## config.mk

```make
export PLATFORM = sky130hd
export DESIGN_NAME = pic_host_sequencer_flat
export DESIGN_NICKNAME = d
export VERILOG_FILES = /design/src/rtl/pic_host_sequencer_if.sv /design/src/rtl/pic_host_sequencer.sv /design/src/flat_wrapper.sv
export SDC_FILE = /design/constraint.sdc
export NUM_CORES = 1
export LEC_CHECK = 0
export ABC_AREA = 1
export CORE_ASPECT_RATIO = 2
export CORE_UTILIZATION = 40
export DETAILED_ROUTE_END_ITERATION = 7
export SLEW_MARGIN = 20
export SYNTH_ARGS = -nofsm -noshare
export SYNTH_HDL_FRONTEND = slang
export SYNTH_SLANG_ARGS = --single-unit
```

## constraint.sdc

```tcl
create_clock -name i_clk -period 2.45 [get_ports i_clk]
set_clock_uncertainty 0.1 [all_clocks]
set_input_delay 0.3675 -clock i_clk [delete_from_list [all_inputs] [get_ports i_clk]]
set_output_delay 0.3675 -clock i_clk [all_outputs]
set_load 0.01 [all_outputs]
```

## src/rtl/pic_host_sequencer_if.sv

```systemverilog
// PIC 8259A bus and CPU vector handshake bundle.
// master = sequencer side, slave = PIC/CPU environment side.
interface pic_host_sequencer_if;
  logic       pic_int;
  logic [7:0] data_in;
  logic       cs_neg;
  logic       wr_neg;
  logic       rd_neg;
  logic       a0;
  logic       inta_neg;
  logic [7:0] data_out;
  logic       data_oe;
  logic       init_done;
  logic       vec_valid;
  logic [7:0] vec_data;
  logic       vec_ready;

  modport master (
    input  pic_int, data_in, vec_ready,
    output cs_neg, wr_neg, rd_neg, a0, inta_neg,
    output data_out, data_oe, init_done,
    output vec_valid, vec_data
  );

  modport slave (
    output pic_int, data_in, vec_ready,
    input  cs_neg, wr_neg, rd_neg, a0, inta_neg,
    input  data_out, data_oe, init_done,
    input  vec_valid, vec_data
  );
endinterface

```

## src/rtl/pic_host_sequencer.sv

```systemverilog
// Host-side sequencer for an 8259A PIC: init writes,
// two-pulse INTA vector fetch, and non-specific EOI.
module pic_host_sequencer #(
  parameter logic [4:0]  VECTOR_BASE = 5'b01000,
  parameter bit          SINGLE      = 1'b1,
  parameter bit          LEVEL       = 1'b0,
  parameter bit          AEOI        = 1'b0,
  parameter logic [7:0]  ICW3_VAL    = 8'h00,
  parameter logic [7:0]  IMR_INIT    = 8'h00,
  parameter int unsigned PULSE_W     = 2,
  parameter int unsigned GAP_W       = 2
) (
  input  logic                 i_clk,
  input  logic                 i_rst,
  input  logic                 i_start,
  pic_host_sequencer_if.master bus
);

  localparam logic [2:0] S_IDLE  = 3'd0;
  localparam logic [2:0] S_INIT  = 3'd1;
  localparam logic [2:0] S_READY = 3'd2;
  localparam logic [2:0] S_INTA1 = 3'd3;
  localparam logic [2:0] S_GAP   = 3'd4;
  localparam logic [2:0] S_INTA2 = 3'd5;
  localparam logic [2:0] S_VEC   = 3'd6;
  localparam logic [2:0] S_EOI   = 3'd7;

  localparam logic [1:0] P_SETUP = 2'd0;
  localparam logic [1:0] P_STRB  = 2'd1;
  localparam logic [1:0] P_HOLD  = 2'd2;

  localparam logic [7:0] PW_M1 = 8'(PULSE_W - 1);
  localparam logic [7:0] GW_M1 = 8'(GAP_W - 1);
  localparam logic [2:0] LAST  = SINGLE ? 3'd3 : 3'd4;

  localparam logic [7:0] ICW1 =
    {3'b000, 1'b1, LEVEL, 1'b0, SINGLE, 1'b1};
  localparam logic [7:0] ICW2 = {VECTOR_BASE, 3'b000};
  localparam logic [7:0] ICW4 = {6'b0, AEOI, 1'b1};
  localparam logic [7:0] OCW2 = 8'h20;

  logic [2:0] r_state;
  logic [1:0] r_ph;
  logic [2:0] r_idx;
  logic [7:0] r_cnt;
  logic       r_s1;
  logic       r_s2;
  logic       r_init_done;
  logic [7:0] r_vec;

  logic       w_bus;
  logic       w_a0;
  logic [7:0] w_byte;

  assign w_bus = (r_state == S_INIT) || (r_state == S_EOI);

  // ICW3 only exists in cascade mode, so later slots shift.
  always_comb begin
    w_a0   = 1'b0;
    w_byte = 8'h00;
    if (r_state == S_EOI) begin
      w_byte = OCW2;
    end else if (r_state == S_INIT) begin
      case (r_idx)
        3'd0: w_byte = ICW1;
        3'd1: begin w_a0 = 1'b1; w_byte = ICW2; end
        3'd2: begin
          w_a0   = 1'b1;
          w_byte = SINGLE ? ICW4 : ICW3_VAL;
        end
        3'd3: begin
          w_a0   = 1'b1;
          w_byte = SINGLE ? IMR_INIT : ICW4;
        end
        default: begin w_a0 = 1'b1; w_byte = IMR_INIT; end
      endcase
    end
  end

  assign bus.cs_neg    = ~w_bus;
  assign bus.wr_neg    = ~(w_bus && (r_ph == P_STRB));
  assign bus.rd_neg    = 1'b1;
  assign bus.data_oe   = w_bus;
  assign bus.a0        = w_a0;
  assign bus.data_out  = w_byte;
  assign bus.inta_neg  = ~((r_state == S_INTA1) ||
                           (r_state == S_INTA2));
  assign bus.init_done = r_init_done;
  assign bus.vec_valid = (r_state == S_VEC);
  assign bus.vec_data  = r_vec;

  always_ff @(posedge i_clk) begin
    if (i_rst) begin
      r_state     <= S_IDLE;
      r_ph        <= P_SETUP;
      r_idx       <= 3'd0;
      r_cnt       <= 8'd0;
      r_s1        <= 1'b0;
      r_s2        <= 1'b0;
      r_init_done <= 1'b0;
      r_vec       <= 8'h00;
    end else begin
      r_s1 <= bus.pic_int;
      r_s2 <= r_s1;
      unique case (r_state)
        S_IDLE: begin
          if (i_start) begin
            r_state <= S_INIT;
            r_idx   <= 3'd0;
            r_ph    <= P_SETUP;
          end
        end
        S_INIT, S_EOI: begin
          case (r_ph)
            P_SETUP: begin
              r_ph  <= P_STRB;
              r_cnt <= 8'd0;
            end
            P_STRB: begin
              if (r_cnt == PW_M1) r_ph <= P_HOLD;
              else r_cnt <= r_cnt + 8'd1;
            end
            default: begin
              r_ph <= P_SETUP;
              if (r_state == S_EOI) begin
                r_state <= S_READY;
              end else if (r_idx == LAST) begin
                r_state     <= S_READY;
                r_init_done <= 1'b1;
              end else begin
                r_idx <= r_idx + 3'd1;
              end
            end
          endcase
        end
        S_READY: begin
          if (i_start) begin
            r_state     <= S_INIT;
            r_idx       <= 3'd0;
            r_ph        <= P_SETUP;
            r_init_done <= 1'b0;
          end else if (r_s2) begin
            r_state <= S_INTA1;
            r_cnt   <= 8'd0;
          end
        end
        S_INTA1: begin
          if (r_cnt == PW_M1) begin
            r_state <= S_GAP;
            r_cnt   <= 8'd0;
          end else r_cnt <= r_cnt + 8'd1;
        end
        S_GAP: begin
          if (r_cnt == GW_M1) begin
            r_state <= S_INTA2;
            r_cnt   <= 8'd0;
          end else r_cnt <= r_cnt + 8'd1;
        end
        S_INTA2: begin
          if (r_cnt == PW_M1) begin
            r_vec   <= bus.data_in;
            r_state <= S_VEC;
          end else r_cnt <= r_cnt + 8'd1;
        end
        S_VEC: begin
          if (bus.vec_ready) begin
            r_state <= AEOI ? S_READY : S_EOI;
            r_ph    <= P_SETUP;
          end
        end
      endcase
    end
  end

endmodule
```

## src/flat_wrapper.sv

```systemverilog
// flat-port wrapper written by rule: the top's interface ports become plain ports
module pic_host_sequencer_flat 
#(
  parameter logic [4:0]  VECTOR_BASE = 5'b01000,
  parameter bit          SINGLE      = 1'b1,
  parameter bit          LEVEL       = 1'b0,
  parameter bit          AEOI        = 1'b0,
  parameter logic [7:0]  ICW3_VAL    = 8'h00,
  parameter logic [7:0]  IMR_INIT    = 8'h00,
  parameter int unsigned PULSE_W     = 2,
  parameter int unsigned GAP_W       = 2
)
  (i_clk, i_rst, i_start, bus_pic_int, bus_data_in, bus_vec_ready, bus_cs_neg, bus_wr_neg, bus_rd_neg, bus_a0, bus_inta_neg, bus_data_out, bus_data_oe, bus_init_done, bus_vec_valid, bus_vec_data);
  pic_host_sequencer_if bus_i ();
  input  logic i_clk;
  input  logic i_rst;
  input  logic i_start;
  input wire logic [$bits(bus_i.pic_int)-1:0] bus_pic_int;
  input wire logic [$bits(bus_i.data_in)-1:0] bus_data_in;
  input wire logic [$bits(bus_i.vec_ready)-1:0] bus_vec_ready;
  output wire logic [$bits(bus_i.cs_neg)-1:0] bus_cs_neg;
  output wire logic [$bits(bus_i.wr_neg)-1:0] bus_wr_neg;
  output wire logic [$bits(bus_i.rd_neg)-1:0] bus_rd_neg;
  output wire logic [$bits(bus_i.a0)-1:0] bus_a0;
  output wire logic [$bits(bus_i.inta_neg)-1:0] bus_inta_neg;
  output wire logic [$bits(bus_i.data_out)-1:0] bus_data_out;
  output wire logic [$bits(bus_i.data_oe)-1:0] bus_data_oe;
  output wire logic [$bits(bus_i.init_done)-1:0] bus_init_done;
  output wire logic [$bits(bus_i.vec_valid)-1:0] bus_vec_valid;
  output wire logic [$bits(bus_i.vec_data)-1:0] bus_vec_data;
  assign bus_i.pic_int = bus_pic_int;
  assign bus_i.data_in = bus_data_in;
  assign bus_i.vec_ready = bus_vec_ready;
  assign bus_cs_neg = bus_i.cs_neg;
  assign bus_wr_neg = bus_i.wr_neg;
  assign bus_rd_neg = bus_i.rd_neg;
  assign bus_a0 = bus_i.a0;
  assign bus_inta_neg = bus_i.inta_neg;
  assign bus_data_out = bus_i.data_out;
  assign bus_data_oe = bus_i.data_oe;
  assign bus_init_done = bus_i.init_done;
  assign bus_vec_valid = bus_i.vec_valid;
  assign bus_vec_data = bus_i.vec_data;
  pic_host_sequencer #(.VECTOR_BASE(VECTOR_BASE), .SINGLE(SINGLE), .LEVEL(LEVEL), .AEOI(AEOI), .ICW3_VAL(ICW3_VAL), .IMR_INIT(IMR_INIT), .PULSE_W(PULSE_W), .GAP_W(GAP_W)) u_core (.i_clk(i_clk), .i_rst(i_rst), .i_start(i_start), .bus(bus_i));
endmodule
```

**Word-level counts from Yosys, hierarchy flattened**

Index checks and enable logic that the tools add are counted.

- Word-level logic and storage cells: 100
- Latch bits: 0
- RAM bits: 0
- Bits in read-only memories: 0
- Output and inout port bits: 24
- Memories: 0
- Input bits: 13
- Register bits: 27

- Shift-type cells: 0
- $lt $le $gt $ge: 0
- Muxes and demuxes: 38
- Bitwise gates (word level): 3
- $mul: 0
- Add/sub/neg operators: 2
- Equality and inequality tests: 29
- Reduce and logical (&&, ||, !) cells: 20
- Div/mod/pow operators: 0

Operator list:

| operator | count |
|---|---|
| $mux 8 | 6 |
| $mux 3 | 14 |
| $pmux 8 s4 | 1 |
| $pmux 3 s7 | 1 |
| $pmux 7 s3 | 1 |
| $ne 2x2->1 const B | 9 |
| $pmux 8 s2 | 1 |
| $eq 3x2->1 const B | 4 |
| $eq 3x3->1 const B | 4 |
| $reduce_and 5->1 | 2 |
| $add 8x1->8 const B | 1 |
| $eq 8x1->1 const B | 1 |
| $ne 2x1->1 const B | 4 |
| $reduce_and 4->1 | 2 |
| $reduce_and 8->1 | 1 |
| $reduce_or 2->1 | 4 |
| $mux 1 | 7 |
| $eq 3x1->1 const B | 2 |
| $logic_not 3->1 | 2 |
| $mux 2 | 3 |
| $ne 3x1->1 const B | 2 |
| $pmux 2 s3 | 1 |
| $pmux 3 s2 | 1 |
| $pmux 2 s2 | 1 |
| other kinds (13) | 17 |

**Longest topological paths before layout**

- Depth in word-level cells: 5
- Depth in mapped cells: 12
- Gate-level depth less buffers: 11

**Least setup slack after synthesis**

No wires, ideal clock.

- Kind: register -> register
- Start: reg u_core.r_cnt[0]
- End: reg u_core.r_cnt[0]
- Buffers on the path: 0
- Period minus slack after synthesis: 1634 ps
- Stages on the path, launching flop included: 9
- Arrival time: 1417 ps
- Path slack: 816 ps
- Path through: dfxtp_1 ha_1 inv_1 nor2_1 nand2_2 ha_1 o21ai_0 nor3_1 nor2_1

- Word-level cells in the longest chain between the ends: 4

RTL lines:

| item | RTL line | text |
|---|---|---|
| from (decl) | pic_host_sequencer.sv:45 | `logic [7:0] r_cnt;` |
| from (signal assigned) | pic_host_sequencer.sv:121 | `else r_cnt <= r_cnt + 8'd1;` |
| from (signal assigned) | pic_host_sequencer.sv:151 | `end else r_cnt <= r_cnt + 8'd1;` |
| from (signal assigned) | pic_host_sequencer.sv:157 | `end else r_cnt <= r_cnt + 8'd1;` |
| $add 8x1->8 or $eq 8x1->1 (tied branches) | n/a |  |
| $mux 8 | pic_host_sequencer.sv:120, pic_host_sequencer.sv:160 |  |
| $pmux 8 s2 | pic_host_sequencer.sv:114 | `case (r_ph)` |
| $pmux 8 s4 (*) | pic_host_sequencer.sv:105 | `unique case (r_state)` |

Every way passes the cells marked *; elsewhere a longest branch is shown, timed or not.
A chain may end at the register's enable or synchronous reset.

**Worst setup path in the final report**

- Start: reg u_core.r_state[1]
- End: out bus_inta_neg

- Word-level cells in the longest chain between the ends: 3

RTL lines:

| item | RTL line | text |
|---|---|---|
| from (decl) | pic_host_sequencer.sv:42 | `logic [2:0] r_state;` |
| from (signal assigned) | pic_host_sequencer.sv:167 | `r_state <= AEOI ? S_READY : S_EOI;` |
| $eq 3x2->1 or $eq 3x3->1 (tied branches) | pic_host_sequencer.sv:86, pic_host_sequencer.sv:87 |  |
| $logic_or 1x1->1 (*) | pic_host_sequencer.sv:86 | `assign bus.inta_neg = ~((r_state == S_INTA1) \|\|` |
| $not 1->1 (*) | pic_host_sequencer.sv:86 |  |
| to (decl) | flat_wrapper.sv:25 | `output wire logic [$bits(bus_i.inta_neg)-1:0] bus_inta_neg;` |

Marked as above.

==> load_flow_metrics.sql <==
INSERT INTO impl_metrics (metric_group, metric, value, unit) VALUES
('final_layout', 'final_core_utilization', '0.5113', ''),
('clocking', 'cts_htree_levels', '1', ''),
('critical_path', 'slowest_delay', '0.60', 'ns'),
('final_layout', 'final_layout_size_suffix_gt1_frac', '0.1516', ''),
('global_route', 'first_global_vias', '1679', ''),
('global_route', 'antenna_found_initial', '0', ''),
('global_route', 'grt_pass1_wl', '7203', 'um'),
('yosys', 'synth-edff-count', '0', ''),
('critical_path', 'worst-path-max-fanout', '5', ''),
('sta', 'report.final.hold_viol_count', '0', ''),
('floorplanning', 'row_count', '34', ''),
('pwr', 'ir_drop', '0.5349', 'mV'),
('critical_path', 'cpMaxStageDelayCell', 'sky130_fd_sc_hd__dfxtp_1', ''),
('critical_path', 'criticalPathCategory', 'flip-flop to output pin', ''),
('clocking', 'clk_root_buffer_cell', 'sky130_fd_sc_hd__clkbuf_8', ''),
('final_layout', 'flow.area_growth_from_synthesis', '20.53', '%'),
('routing', 'routedWlPerCell', '11.80', 'um'),
('global_route', 'grt_util_all_layers', '0.1880', ''),
('yosys', 'number_of_flip_flops_and_latches_in_the_synthesized_netlist', '27', ''),
('routing', 'vias', '1757', ''),
('clocking', 'cts.sink_count', '27', ''),
('floorplanning', 'floorplan.io_pins', '37', ''),
('placement', 'io_buffers', '32', ''),
('yosys', 'postSynthCellCount', '279', ''),
('sta', 'fin_worst_hold_slack', '0.3122', 'ns'),
('final_layout', 'layout.cells.most_common_list', 'sky130_fd_sc_hd__nand2_1, sky130_fd_sc_hd__nor2_1, sky130_fd_sc_hd__inv_1, sky130_fd_sc_hd__clkdlybuf4s50_1, sky130_fd_sc_hd__dfxtp_1', ''),
('routing', 'wl_met2', '2456', 'um'),
('run', 'total_of_max_cap_violations', '0', ''),
('yosys', 'post_synth.cell_area_avg', '6.727', 'um^2'),
('routing', 'drt_first_pass_iters', '4', ''),
('clocking', 'cts_tree', 'done', ''),
('yosys', 'synth.lib_cells_used.distinct', '33', ''),
('clocking', 'worst_skew_pair.late_latency', '0.28', 'ns'),
('final_layout', 'antennaDiodeCount', '0', ''),
('clocking', 'post_cts_hold_buffer_count', '0', ''),
('sta', 'final.period_utilization', '0.9361', ''),
('critical_path', 'end_kind', 'output pin', ''),
('sta', 'slew_viol_final', '0', ''),
('yosys', 'ys_warn_count', '0', ''),
('pwr', 'power-per-cell-area', '984.5', 'mW/mm^2'),
('sta', 'unrepaired_setup_endpoints_after_global_routing', 'false', ''),
('placement', 'dp.cells', '360', ''),
('clocking', 'maximum_number_of_buffers_from_clock_root_to_sink', '2', ''),
('routing', 'detail_route.vias_per_cell', '4.827', ''),
('yosys', 'yosysSeqAreaShare', '0.2880', ''),
('clocking', 'cts_post_setup_buffers_inserted', '0', ''),
('critical_path', 'arrival', '1.83', 'ns'),
('sta', 'final_critical_path_time_including_i_o_delays_and_setup', '2.293', 'ns'),
('floorplanning', 'initial_core_util', '0.4242', ''),
('sta', 'setup_viol', '0', ''),
('routing', 'routed-wl-met3', '103', 'um'),
('routing', 'drt_iter0_drc', '25', ''),
('critical_path', 'critical_path.startpoint_type', 'flip-flop', ''),
('routing', 'drc', '0', ''),
('routing', 'drt.antenna.violating_nets', '0', ''),
('worst_hold_path', 'holdCritPathClass', 'flip-flop to flip-flop', ''),
('floorplanning', 'die_h', '98.87', 'um'),
('global_route', 'grt-ovfl-total', '0', ''),
('floorplanning', 'die_w', '50.44', 'um'),
('placement', 'detailed_place_hpwl', '3484', 'um'),
('yosys', 'async_reset_ff_frac', '0', ''),
('critical_path', 'path_cells', 'inv_6 > nand3_2 > inv_1 > a21oi_1 > clkdlybuf4s50_1', ''),
('final_layout', 'final_cell_count_no_fill', '364', ''),
('run_status', 'run_status', 'finished, final reports clean', ''),
('floorplanning', 'die_area', '0.004987', 'mm^2'),
('final_layout', 'most_common_library_cell_in_the_layout_ignoring_fill_and_taps', 'sky130_fd_sc_hd__nand2_1', ''),
('critical_path', 'crit_required', '1.98', 'ns'),
('yosys', 'netlist_area', '0.001877', 'mm^2'),
('routing', 'wl_met1', '1674', 'um'),
('final_layout', 'layout.nets', '332', ''),
('sta', 'setup_tns', '0', 'ns'),
('floorplanning', 'core_box_area', '0.004424', 'mm^2'),
('placement', 'globalplace.congestion', '0.8548', ''),
('yosys', 'synth_ff_type', 'sky130_fd_sc_hd__dfxtp_1', ''),
('routing', 'top_layer_used', 'met4', ''),
('routing', 'postRouteWirelength', '4297', 'um'),
('clocking', 'cts_made_buffers', '3', ''),
('sta', 'clock.fmax', '436.0', 'MHz'),
('clocking', 'clk_pin_slew_worst_paths', '0.10', 'ns'),
('global_route', 'maximum_number_of_pins_on_one_net_before_global_route_repair', '20', ''),
('pwr', 'fin_total_pwr', '2.227', 'mW'),
('pwr', 'power_leakage', '1.097', 'nW');
## flip-flops by register name (all words and copies together) (netlist names)
name	cells
u_core.bus.vec_data	8
u_core.r_idx	3
u_core.r_cnt	8
u_core.r_ph	2
u_core.r_state	3
u_core.r_s1	1
u_core.r_s2	1
u_core.bus.init_done	1
## what timing repair did
action,4_1_cts,5_1_grt
endpoints found under the hold margin,0,0
resized for setup,0,2
endpoints found under the setup margin,0,2
## cell usage after synthesis, types with 2 or more instances
| cell type | number | area [um^2] |
|---|---|---|
| sky130_fd_sc_hd__nand2_4 | 7 | 78.83 |
| sky130_fd_sc_hd__buf_4 | 5 | 37.54 |
| sky130_fd_sc_hd__nor3_1 | 2 | 10.01 |
| sky130_fd_sc_hd__ha_1 | 8 | 100.1 |
| sky130_fd_sc_hd__nand4_1 | 3 | 18.77 |
| sky130_fd_sc_hd__o21ai_1 | 3 | 15.01 |
| sky130_fd_sc_hd__inv_2 | 4 | 15.01 |
| sky130_fd_sc_hd__nand3_1 | 15 | 75.07 |
| sky130_fd_sc_hd__o21ai_0 | 18 | 90.09 |
| sky130_fd_sc_hd__a21oi_1 | 5 | 25.02 |
| sky130_fd_sc_hd__nand3_2 | 3 | 30.03 |
| sky130_fd_sc_hd__nand2_1 | 58 | 217.7 |
| sky130_fd_sc_hd__buf_6 | 3 | 33.78 |
| sky130_fd_sc_hd__dfxtp_1 | 27 | 540.5 |
| sky130_fd_sc_hd__nor2_4 | 3 | 33.78 |
| sky130_fd_sc_hd__nor2_1 | 55 | 206.5 |
| sky130_fd_sc_hd__nand2_2 | 8 | 50.05 |
| sky130_fd_sc_hd__inv_1 | 32 | 120.1 |
| sky130_fd_sc_hd__nor2_2 | 5 | 31.28 |
| sky130_fd_sc_hd__conb_1 | 2 | 7.510 |
## logic make-up after synthesis
family,synth area share
AOI/OAI and AO/OA,0.08267
buffers and inverters,0.1313
DFF,0.2880
and+or+nand+nor,0.4360
other,0.004001
xor gates and xnor gates,0.004668
adders and majority gates,0.05334
## power by group
group / internal [mW] / switching (mW)
registers: 0.514 / 0.118
clock network: 0.117 / 0.141
logic: 0.510 / 0.828
## worst max-delay path, delay by kind of cell, from the launching register on
kind	cells	cell delay, ns
AO/OA/AOI/OAI	1	0.12
buffers and inverters	3	0.69
flip-flops	1	0.60
AND/OR/NAND/NOR	1	0.15
## metal layers
layer  GRT usage  vias to the layer above
li1            -                      922
met1      0.1747                      779
met2      0.3938                       47
met3     0.01543                        9
met4     0.06410                        0
met5           0                        -
## final cells by class
class	count	area, um^2
repair buffers	35	342.8
flip-flops and latches	27	543.0
clock buffers	4	45.04
multi-input cells	205	1097
inverters	39	166.4
fillers	467	2162
well taps	54	67.56
## path summary, 6_finish.rpt
| path | start | endpoint | slack (ns) | cells after the start |
|---|---|---|---|---|
| max | u_core.r_state[1] | bus_inta_neg | 0.16 | 5 |
| min | u_core.r_s1 | u_core.r_s2 | 0.31 | 2 |
| max reg2reg | u_core.r_cnt[0] | u_core.r_cnt[0] | 0.63 | 8 |
| min reg2reg | u_core.r_s1 | u_core.r_s2 | 0.31 | 2 |
## metrics by stage
step                setup WS (ns)  cell area [um^2]
floorplan                  0.8162              1884
detailed placement         0.3659              2215
global placement           0.3950              2215
global route              0.07440              2262
finish                     0.1567              2262
CTS                       0.05120              2260
No activity file was read; power rests on OpenSTA's default activity.
